[src/rtl/data_segment_pkg.sv]
// Frame geometry and select-state types shared by the lane segmenter and merger.
// Keeps both ends of a lane agreed on samples per frame and first-segment length.
package data_segment_pkg;

  localparam int DEF_DATA_W    = 76;     // {tag, real, imag}
  localparam int LANE_MAX_CNT  = 31250;
  localparam int LANE_SKIP_CNT = 5000;

  typedef enum logic {
    SEL_FIRST = 1'b0,
    SEL_MAIN  = 1'b1
  } seg_sel_t;

  function automatic int cnt_w(input int max_cnt);
    return $clog2(max_cnt + 1);
  endfunction

endpackage

[src/rtl/data_segment_merge_axis_out_reg.sv]
// Purpose: single-entry valid/ready output register (data + last).
// Latency: 1 cycle from input accept to out_vld.
// Backpressure: in_rdy = !out_vld | out_rdy, so one beat/cycle; output held stable while stalled.
module axis_out_reg #(
  parameter int W = 8
) (
  input  logic         clk,
  input  logic         rst,
  input  logic         in_vld,
  output logic         in_rdy,
  input  logic [W-1:0] in_dat,
  input  logic         in_last,
  output logic         out_vld,
  input  logic         out_rdy,
  output logic [W-1:0] out_dat,
  output logic         out_last
);

  assign in_rdy = !out_vld || out_rdy;

  always_ff @(posedge clk) begin
    if (rst) begin
      out_vld  <= 1'b0;
      out_dat  <= '0;
      out_last <= 1'b0;
    end else if (in_rdy) begin
      out_vld <= in_vld;
      if (in_vld) begin
        out_dat  <= in_dat;
        out_last <= in_last;
      end
    end
  end

endmodule

[src/rtl/data_segment_merge.sv]
// Purpose: re-joins first (SKIP_CNT) and main (MAX_CNT-SKIP_CNT) segments into one tlast-framed stream.
// Latency: 1 cycle accept-to-output. Backpressure: selected input ready = !m_axis_tvalid | m_axis_tready; other input held off.
// Optional DATA_SEGMENT_MERGE_CHK_EN: sticky seg_err when an input tlast disagrees with the beat count.
module data_segment_merge
  import data_segment_pkg::*;
#(
  parameter int DATA_W   = DEF_DATA_W,
  parameter int MAX_CNT  = LANE_MAX_CNT,
  parameter int SKIP_CNT = LANE_SKIP_CNT
) (
  input  logic              clk,
  input  logic              rst,
  input  logic [DATA_W-1:0] s_first_axis_tdata,
  input  logic              s_first_axis_tvalid,
  input  logic              s_first_axis_tlast,
  output logic              s_first_axis_tready,
  input  logic [DATA_W-1:0] s_axis_tdata,
  input  logic              s_axis_tvalid,
  input  logic              s_axis_tlast,
  output logic              s_axis_tready,
  output logic [DATA_W-1:0] m_axis_tdata,
  output logic              m_axis_tvalid,
  output logic              m_axis_tlast,
  input  logic              m_axis_tready,
  output logic              frame_done,
  output logic              seg_err
);

  localparam int CW = cnt_w(MAX_CNT);
  localparam logic [CW-1:0] SKIP_LAST  = CW'(SKIP_CNT - 1);
  localparam logic [CW-1:0] FRAME_LAST = CW'(MAX_CNT - 1);

  if (SKIP_CNT < 1 || SKIP_CNT > MAX_CNT - 1) begin : g_bad_geom
    $error("data_segment_merge: SKIP_CNT must be in 1..MAX_CNT-1");
  end

  seg_sel_t          state;
  logic [CW-1:0]     cnt;
  logic              sel_vld;
  logic              sel_rdy;
  logic              acc;
  logic              beat_last;
  logic [DATA_W-1:0] sel_dat;

  assign sel_vld   = (state == SEL_FIRST) ? s_first_axis_tvalid : s_axis_tvalid;
  assign sel_dat   = (state == SEL_FIRST) ? s_first_axis_tdata  : s_axis_tdata;
  assign beat_last = (cnt == FRAME_LAST);
  assign acc       = sel_vld && sel_rdy && !rst;

  assign s_first_axis_tready = !rst && (state == SEL_FIRST) && sel_rdy;
  assign s_axis_tready       = !rst && (state == SEL_MAIN)  && sel_rdy;

  axis_out_reg #(.W(DATA_W)) u_out_reg (
    .clk      (clk),
    .rst      (rst),
    .in_vld   (sel_vld),
    .in_rdy   (sel_rdy),
    .in_dat   (sel_dat),
    .in_last  (beat_last),
    .out_vld  (m_axis_tvalid),
    .out_rdy  (m_axis_tready),
    .out_dat  (m_axis_tdata),
    .out_last (m_axis_tlast)
  );

  // cnt spans the whole frame; the state only decides which input feeds it
  always_ff @(posedge clk) begin
    if (rst) begin
      state <= SEL_FIRST;
      cnt   <= '0;
    end else if (acc) begin
      if (beat_last) begin
        state <= SEL_FIRST;
        cnt   <= '0;
      end else begin
        cnt <= cnt + 1'b1;
        if (state == SEL_FIRST && cnt == SKIP_LAST) state <= SEL_MAIN;
      end
    end
  end

  always_ff @(posedge clk) begin
    if (rst) frame_done <= 1'b0;
    else     frame_done <= m_axis_tvalid && m_axis_tready && m_axis_tlast;
  end

`ifdef DATA_SEGMENT_MERGE_CHK_EN
  logic tlast_in;
  logic tlast_exp;

  assign tlast_in  = (state == SEL_FIRST) ? s_first_axis_tlast : s_axis_tlast;
  assign tlast_exp = (state == SEL_FIRST) ? (cnt == SKIP_LAST) : beat_last;

  always_ff @(posedge clk) begin
    if (rst)                             seg_err <= 1'b0;
    else if (acc && tlast_in != tlast_exp) seg_err <= 1'b1;
  end
`else
  logic unused_tlast;
  assign unused_tlast = s_first_axis_tlast ^ s_axis_tlast;
  assign seg_err      = 1'b0;
`endif

endmodule

[config.mk]
export PLATFORM = sky130hd
export DESIGN_NAME = data_segment_merge
export DESIGN_NICKNAME = d
export VERILOG_FILES = /design/src/rtl/data_segment_pkg.sv /design/src/rtl/data_segment_merge_axis_out_reg.sv /design/src/rtl/data_segment_merge.sv
export SDC_FILE = /design/constraint.sdc
export NUM_CORES = 1
export LEC_CHECK = 0
export ABC_AREA = 0
export BUFFER_PORTS_ARGS = -buffer_cell sky130_fd_sc_hd__clkbuf_2
export CAP_MARGIN = 20
export CORE_MARGIN = 8
export CORE_UTILIZATION = 35
export CTS_CLUSTER_SIZE = 30
export DETAILED_ROUTE_END_ITERATION = 10
export PLACE_DENSITY = 0.75
export SETUP_SLACK_MARGIN = 0.05
export SLEW_MARGIN = 20
export SYNTH_ARGS = -nofsm -noshare
export SYNTH_HDL_FRONTEND = slang
export SYNTH_SLANG_ARGS = --single-unit
export TNS_END_PERCENT = 20
[constraint.sdc]
create_clock -name clk -period 3.7 [get_ports clk]
set_input_delay 0.37 -clock clk [delete_from_list [all_inputs] [get_ports clk]]
set_output_delay 0.37 -clock clk [all_outputs]
set_load 0.005 [all_outputs]
==> impl_metrics.py, run 1 <==
metrics = {
    "outcome": {
        "run_status": "finished clean",
    },
    "timing": {
        "finalSetupViolCount": 0,
        "rsz_0062_raised_after_global_routing": "false",
        "setup_total_negative_slack_ns": 0,
        "transition_time_at_the_pin_with_the_least_slew_margin_ns": 0.9255,
        "finalCriticalPeriod_ns": 2.625,
        "fmax_mhz": 380.9,
        "finalCritPeriodShare_pct": 70.95,
        "timing.final.ws_setup_ns": 1.075,
        "final.setup_skew_ns": 0.004908,
        "slew_violations": 0,
        "final_hold_violation_count": 0,
        "relSlewSlack_pct": 37.88,
    },
    "floorplan": {
        "die_w_um": 125.9,
        "die_area_mm2": 0.01586,
        "initial_core_util_pct": 35.51,
        "core_area_mm2": 0.01191,
        "site_row_count": 40,
        "floorplan.die.height_um": 125.9,
        "ios": 241,
    },
    "cts": {
        "clock_insertion_delay_at_the_later_pin_of_the_skew_report_ns": 0.34,
        "clkTransAtPathRegs_ns": 0.06,
        "cts_buffers": 9,
        "clk_path_buf_depth": 2,
        "cts_num_sinks": 95,
        "clock_tree.htree_level_count": 3,
        "cts_hold_buf": 0,
        "clock_tree.root_cell": "sky130_fd_sc_hd__clkbuf_16",
        "tritoncts": "built",
        "post-cts-setup-buffers": 0,
        "cts_resized": 0,
    },
    "job": {
        "drv_cap": 0,
    },
    "min_path": {
        "min-delay-path-class": "input pin to flop",
        "min_to": "frame_done$_SDFF_PP0_",
        "worst_hold_path.num_cells": 2,
        "worst_hold_startpoint": "m_axis_tready",
    },
    "pwr": {
        "power_frac_comb_pct": 14.0,
        "share_clk_of_total_power_pct": 37.9,
        "netSwitchingFraction_pct": 24.40,
        "netSwitchingPower_mw": 0.5703,
        "ir_drop_mv": 0.1994,
        "cellLeakagePower_nw": 2.459,
        "p_per_area_mw_per_mm2": 403.7,
        "intPower_mw": 1.767,
        "power.share.sequential_pct": 48.1,
    },
    "drt": {
        "avgViaCountPerCell": 4.934,
        "remaining_drc_errors": 0,
        "routed_wire_length_per_instance_um": 15.01,
        "firstDrtPassIters": 4,
        "drt_iter0_markers": 221,
        "num_vias": 4036,
        "detail-route-antenna-nets": 0,
        "drt-total-wl_um": 12280,
    },
    "critical_path": {
        "crit_path_launch_type": "flop",
        "crit_type": "flop to output pin",
        "end_kind": "output pin",
        "worstPathArrival_ns": 2.26,
        "path_max_fanout": 41,
        "regToRegStartpoint": "state$_SDFFE_PP0P_",
        "worst-r2r-setup-slack_ns": 1.59,
        "worst_ep_required_time_ns": 3.33,
        "terminus_of_the_critical_flop_to_flop_path": "u_out_reg.out_dat[6]$_SDFFE_PP0N_",
        "r2r.worst_path.cells": 4,
    },
    "synthesis": {
        "syn-instance-count": 453,
        "syn_area_mm2": 0.004230,
        "yosysTopAreaCellShare_pct": 44.96,
        "postSynthRegisterBits": 95,
        "synth_fp_nets": 614,
        "synth_top_cells_by_area": "sky130_fd_sc_hd__dfxtp_1 (45%), sky130_fd_sc_hd__mux2i_1 (18%), sky130_fd_sc_hd__a211oi_1 (13%)",
        "synth_top_area_cell": "sky130_fd_sc_hd__dfxtp_1",
        "ys_seq_area_share_pct": 44.96,
        "syn_avg_cell_area_um2": 9.338,
        "yosysUniqueCellTypes": 36,
        "synth_warnings": 0,
    },
    "place": {
        "dp.final_hpwl_um": 9447,
        "routabilityCongestion": 0.8329,
        "placement.setup.worst_slack_ns": 1.419,
        "quantity_of_i_o_buffers_inserted_on_ports": 237,
    },
    "global_routing": {
        "vias_in_the_first_global_route": 3851,
        "initial_antenna_violation_count": 0,
        "first_pass_grt_wire_length_um": 19340,
        "grt_start_max_net_pins": 107,
        "global_route.overflow_total": 0,
        "gr-usage-all-layers_pct": 14.96,
    },
    "layout": {
        "finish.net_count": 827,
        "area_growth_syn_to_layout_pct": 36.85,
        "mostFrequentLayoutCell": "sky130_fd_sc_hd__clkbuf_2",
        "post_route_cells_drive_above_1_share_pct": 38.45,
        "layout_common_cells": "sky130_fd_sc_hd__clkbuf_2 (237), sky130_fd_sc_hd__dfxtp_1 (94), sky130_fd_sc_hd__nor2_1 (81), sky130_fd_sc_hd__mux2i_1 (77), sky130_fd_sc_hd__a211oi_1 (76)",
        "insertedDiodeCount": 0,
    },
}
## power by group through the flow
stage	combinational [mW]	clock [mW]	sequential, mW
floorplan	0.144	0	1.15
global placement	0.331	0	1.14
detailed placement	0.334	0	1.15
CTS	0.335	0.922	1.12
global route	0.366	0.956	1.13
finish	0.328	0.886	1.12
## kinds of logic (layout without fill, tap and decap cells)
| logic type | Yosys count | in the layout | synth area share (%) |
|---|---|---|---|
| AOI/OAI and AO/OA | 103 | 103 | 17.42 |
| xor gates and xnor gates | 2 | 2 | 0.4142 |
| adders and majority gates | 2 | 2 | 0.5914 |
| buffers and inverters | 43 | 261 | 4.052 |
| DFF | 95 | 95 | 44.96 |
| muxes | 77 | 77 | 18.22 |
| other | 1 | 1 | 0.08865 |
| and+or+nand+nor | 130 | 130 | 14.26 |
## cell usage after synthesis
library cell and count:
sky130_fd_sc_hd__nand2_1 8, sky130_fd_sc_hd__or3_1 6, sky130_fd_sc_hd__xor2_1 1, sky130_fd_sc_hd__mux2i_1 77
sky130_fd_sc_hd__buf_4 2, sky130_fd_sc_hd__o2111a_1 1, sky130_fd_sc_hd__or4_1 8, sky130_fd_sc_hd__o21ai_0 1
sky130_fd_sc_hd__nor4_1 1, sky130_fd_sc_hd__buf_1 3, sky130_fd_sc_hd__a31oi_1 1, sky130_fd_sc_hd__xnor2_1 1
sky130_fd_sc_hd__nand3_1 7, sky130_fd_sc_hd__nor2_1 82, sky130_fd_sc_hd__a41oi_1 1, sky130_fd_sc_hd__nand3b_1 1
sky130_fd_sc_hd__conb_1 1, sky130_fd_sc_hd__or2_1 2, sky130_fd_sc_hd__buf_2 2, sky130_fd_sc_hd__inv_1 3
sky130_fd_sc_hd__ha_1 2, sky130_fd_sc_hd__and4b_1 1, sky130_fd_sc_hd__o21ai_1 2, sky130_fd_sc_hd__and3_1 2
sky130_fd_sc_hd__nand2b_1 1, sky130_fd_sc_hd__o21bai_1 1, sky130_fd_sc_hd__nor4bb_1 2, sky130_fd_sc_hd__a21oi_1 13
sky130_fd_sc_hd__and4_1 2, sky130_fd_sc_hd__dfxtp_1 95, sky130_fd_sc_hd__o31ai_1 7, sky130_fd_sc_hd__clkbuf_1 33
sky130_fd_sc_hd__a211oi_1 76, sky130_fd_sc_hd__nand4_1 3, sky130_fd_sc_hd__nor2b_1 1, sky130_fd_sc_hd__nor3_1 3
## worst max-delay path by stage
stage / from / endpoint / slack (ns) / cells after the start
2_1_floorplan: u_out_reg.out_vld$_SDFFE_PP0P_ / cnt[11]$_SDFFE_PP0P_ / 1.88 / 6
3_3_place_gp: rst / cnt[7]$_SDFFE_PP0P_ / 1.39 / 4
3_5_place_dp: rst / cnt[9]$_SDFFE_PP0P_ / 1.42 / 4
4_1_cts: state$_SDFFE_PP0P_ / s_axis_tready / 1.04 / 4
5_1_grt: state$_SDFFE_PP0P_ / s_axis_tready / 0.94 / 4
6_report: state$_SDFFE_PP0P_ / s_axis_tready / 1.07 / 4
## layout make-up
cell class              instances  area [µm²]
multi-input cells             315        2165
clock buffers                  14       274.0
repair buffers                242        1236
inverters                       3       11.26
flip-flops and latches         95        1906
clock inverters                 2       13.76
fillers                      1163        6122
well taps                     147       183.9
## sequential cells by signal (all words and copies together), names as in the netlist
| signal | count |
|---|---|
| u_out_reg.out_vld | 1 |
| u_out_reg.out_dat | 76 |
| state | 1 |
| cnt | 15 |
| frame_done | 1 |
| u_out_reg.out_last | 1 |
## worst max-delay path, stage by stage, from the launching register on
cell and delay [ns]:
sky130_fd_sc_hd__dfxtp_4 0.35, sky130_fd_sc_hd__buf_4 0.54, sky130_fd_sc_hd__buf_4 0.63, sky130_fd_sc_hd__and3_1 0.26
sky130_fd_sc_hd__clkbuf_2 0.12
## through the flow
step | utilization (%) | std cells | instance area, µm² | hold WS (ns) | power, mW
final | 48.60 | 818 | 5789 | 0.3432 | 2.337
after global routing | 48.60 | 818 | 5789 | 0.3478 | 2.454
after CTS | 48.60 | 818 | 5789 | 0.3239 | 2.381
after detailed placement | 46.19 | 802 | 5502 | 0.4801 | 1.480
after global placement | 46.19 | 802 | 5502 | 0.4635 | 1.475
after floorplan | - | 453 | 4230 | 0.4554 | 1.297
## routing by layer
metal	global-route usage [%]	share of wire, %	vias up
met4	6.228	1.7	0
met5	0	0	-
li1	-	-	2095
met3	7.131	10	11
met1	16.01	41	1774
met2	24.85	47	156
Note: power is estimated with default switching activity, not from simulation.
==> inputs of run 2 (changes only) <==
==> constraint.sdc (replaced) <==
create_clock -name clk -period 2.5 [get_ports clk]
set_input_delay 0.25 -clock clk [delete_from_list [all_inputs] [get_ports clk]]
set_output_delay 0.25 -clock clk [all_outputs]
set_load 0.005 [all_outputs]
==> impl_metrics.py, run 2 (synthesized netlist as in run 1, its figures left out) <==
metrics = {
    "outcome": {
        "run_status": "finished clean",
    },
    "floorplan": {
        "core_area_mm2": 0.01191,
        "floorplan.die.height_um": 125.9,
        "die_area_mm2": 0.01586,
        "ios": 241,
        "site_row_count": 40,
        "initial_core_util_pct": 35.51,
        "die_w_um": 125.9,
    },
    "timing": {
        "fin_hold_ws_ns": 0.1353,
        "relSlewSlack_pct": 42.69,
        "transition_time_at_the_pin_with_the_least_slew_margin_ns": 0.8596,
        "setup_total_negative_slack_ns": 0,
        "fmax_mhz": 512.0,
        "final.setup_skew_ns": 0.007793,
        "finalSetupViolCount": 0,
        "finalCritPeriodShare_pct": 78.13,
        "slew_violations": 0,
        "finalCriticalPeriod_ns": 1.953,
        "final_hold_violation_count": 0,
        "rsz_0062_raised_after_global_routing": "false",
    },
    "layout": {
        "layout_common_cells": "sky130_fd_sc_hd__clkbuf_2 (237), sky130_fd_sc_hd__dfxtp_1 (94), sky130_fd_sc_hd__nor2_1 (81), sky130_fd_sc_hd__mux2i_1 (77), sky130_fd_sc_hd__a211oi_1 (76)",
        "largest_register_ff_count": 76,
        "area_growth_syn_to_layout_pct": 38.36,
        "multi_input_area_mm2": 0.002165,
        "number_of_filler_cells_placed_in_the_layout": 1166,
        "finish.instance_area_mm2": 0.005853,
        "insertedDiodeCount": 0,
        "finish.net_count": 830,
        "sequential_cell_area_mm2": 0.001906,
        "reg_top3": "u_out_reg.out_dat (76), cnt (15)",
        "register_with_the_highest_flop_count": "u_out_reg.out_dat",
        "post_route_cells_drive_above_1_share_pct": 38.78,
        "mostFrequentLayoutCell": "sky130_fd_sc_hd__clkbuf_2",
        "finalNonFillerCells": 820,
    },
    "critical_path": {
        "end_kind": "flop",
        "worst_ep_required_time_ns": 2.77,
        "regToRegStartpoint": "state$_SDFFE_PP0P_",
        "worst-r2r-setup-slack_ns": 0.55,
        "crit_type": "flop to flop",
        "worstPathArrival_ns": 2.23,
        "r2r.worst_path.cells": 5,
        "crit_path_launch_type": "flop",
        "terminus_of_the_critical_flop_to_flop_path": "cnt[11]$_SDFFE_PP0P_",
        "path_max_fanout": 11,
    },
    "drt": {
        "remaining_drc_errors": 0,
        "drt_iter0_markers": 177,
        "num_vias": 4014,
        "drt-total-wl_um": 12320,
        "detail-route-antenna-nets": 0,
        "routed.top_layer": "met4",
        "detailroute.wirelength.met2_um": 5961,
        "avgViaCountPerCell": 4.895,
        "total_met3_wirelength_after_detailed_routing_um": 1228,
        "routed_wire_length_per_instance_um": 15.03,
        "firstDrtPassIters": 4,
        "drt-met1-wl_um": 4957,
    },
    "place": {
        "placed_cell_area_mm2": 0.005549,
        "quantity_of_i_o_buffers_inserted_on_ports": 237,
        "dpl.cell_count": 805,
        "routabilityCongestion": 0.8004,
        "dp.final_hpwl_um": 9551,
    },
    "pwr": {
        "cellLeakagePower_nw": 2.487,
        "ir_drop_mv": 0.3532,
        "p_per_area_mw_per_mm2": 600.1,
        "fin_total_pwr_mw": 3.512,
    },
    "global_routing": {
        "gr-usage-all-layers_pct": 15.38,
        "global_route.overflow_total": 0,
        "initial_antenna_violation_count": 0,
        "first_pass_grt_wire_length_um": 19890,
        "vias_in_the_first_global_route": 4007,
        "grt_start_max_net_pins": 82,
    },
    "min_path": {
        "min_to": "cnt[1]$_SDFFE_PP0P_",
        "min-delay-path-class": "input pin to flop",
        "worst_hold_startpoint": "rst",
        "worst_hold_path.num_cells": 2,
    },
    "cts": {
        "clk_path_buf_depth": 2,
        "cts_hold_buf": 0,
        "post-cts-setup-buffers": 0,
        "tritoncts": "built",
        "cts_buffers": 9,
        "clock_insertion_delay_at_the_later_pin_of_the_skew_report_ns": 0.34,
        "clock_tree.htree_level_count": 3,
        "clock_tree.root_cell": "sky130_fd_sc_hd__clkbuf_16",
        "cts_resized": 0,
        "cts_num_sinks": 95,
        "clkTransAtPathRegs_ns": 0.07,
    },
    "job": {
        "drv_cap": 0,
    },
}
-- run 2: changes by cell type in the layout (fill, tap and decap cells not counted), sizes merged --
cell    before  now
buf          5    8
clkinv       2    1
-- run 2: layout make-up --
| type | instances | share of cell area, % |
|---|---|---|
| clock inverter | 1 | 0.1496 |
| sequential | 95 | 32.56 |
| timing repair buffer | 245 | 21.93 |
| multi-input combinational | 315 | 36.98 |
| inverter | 3 | 0.1924 |
| clock buffer | 14 | 5.045 |
| tap | 147 | 3.142 |
-- run 2: report_power, final --
group	total, mW	switching [mW]	internal (mW)
Clock	1.36	0.543	0.813
Combinational	0.492	0.240	0.252
Sequential	1.66	0.0502	1.61
Total	3.51	0.834	2.68
-- run 2: worst max-delay path by stage --
stage | from | to | slack, ns
2_1_floorplan | u_out_reg.out_vld$_SDFFE_PP0P_ | cnt[11]$_SDFFE_PP0P_ | 0.68
3_3_place_gp | state$_SDFFE_PP0P_ | cnt[9]$_SDFFE_PP0P_ | 0.57
3_5_place_dp | state$_SDFFE_PP0P_ | cnt[7]$_SDFFE_PP0P_ | 0.54
4_1_cts | state$_SDFFE_PP0P_ | cnt[7]$_SDFFE_PP0P_ | 0.52
5_1_grt | state$_SDFFE_PP0P_ | cnt[7]$_SDFFE_PP0P_ | 0.43
6_report | state$_SDFFE_PP0P_ | cnt[11]$_SDFFE_PP0P_ | 0.55
-- run 2: critical path: stages, from the launching register on --
cell	delay (ns)
sky130_fd_sc_hd__dfxtp_4	0.36
sky130_fd_sc_hd__mux2i_1	0.11
sky130_fd_sc_hd__buf_4	0.15
sky130_fd_sc_hd__or4_1	0.66
sky130_fd_sc_hd__or4_1	0.46
sky130_fd_sc_hd__a21oi_1	0.15
-- run 2: metal layers --
| layer | vias to the layer above | global-route usage, % |
|---|---|---|
| met2 | 149 | 26.30 |
| met5 | - | 0 |
| li1 | 2103 | - |
| met3 | 10 | 6.793 |
| met1 | 1752 | 16.32 |
| met4 | 0 | 6.016 |
-- run 2: per-stage QoR --
stage	utilization (%)	setup WS, ns
floorplan	-	0.6823
detailed placement	46.59	0.5401
global route	49.14	0.4268
global placement	46.59	0.5715
finish	49.14	0.5467
CTS	49.14	0.5199
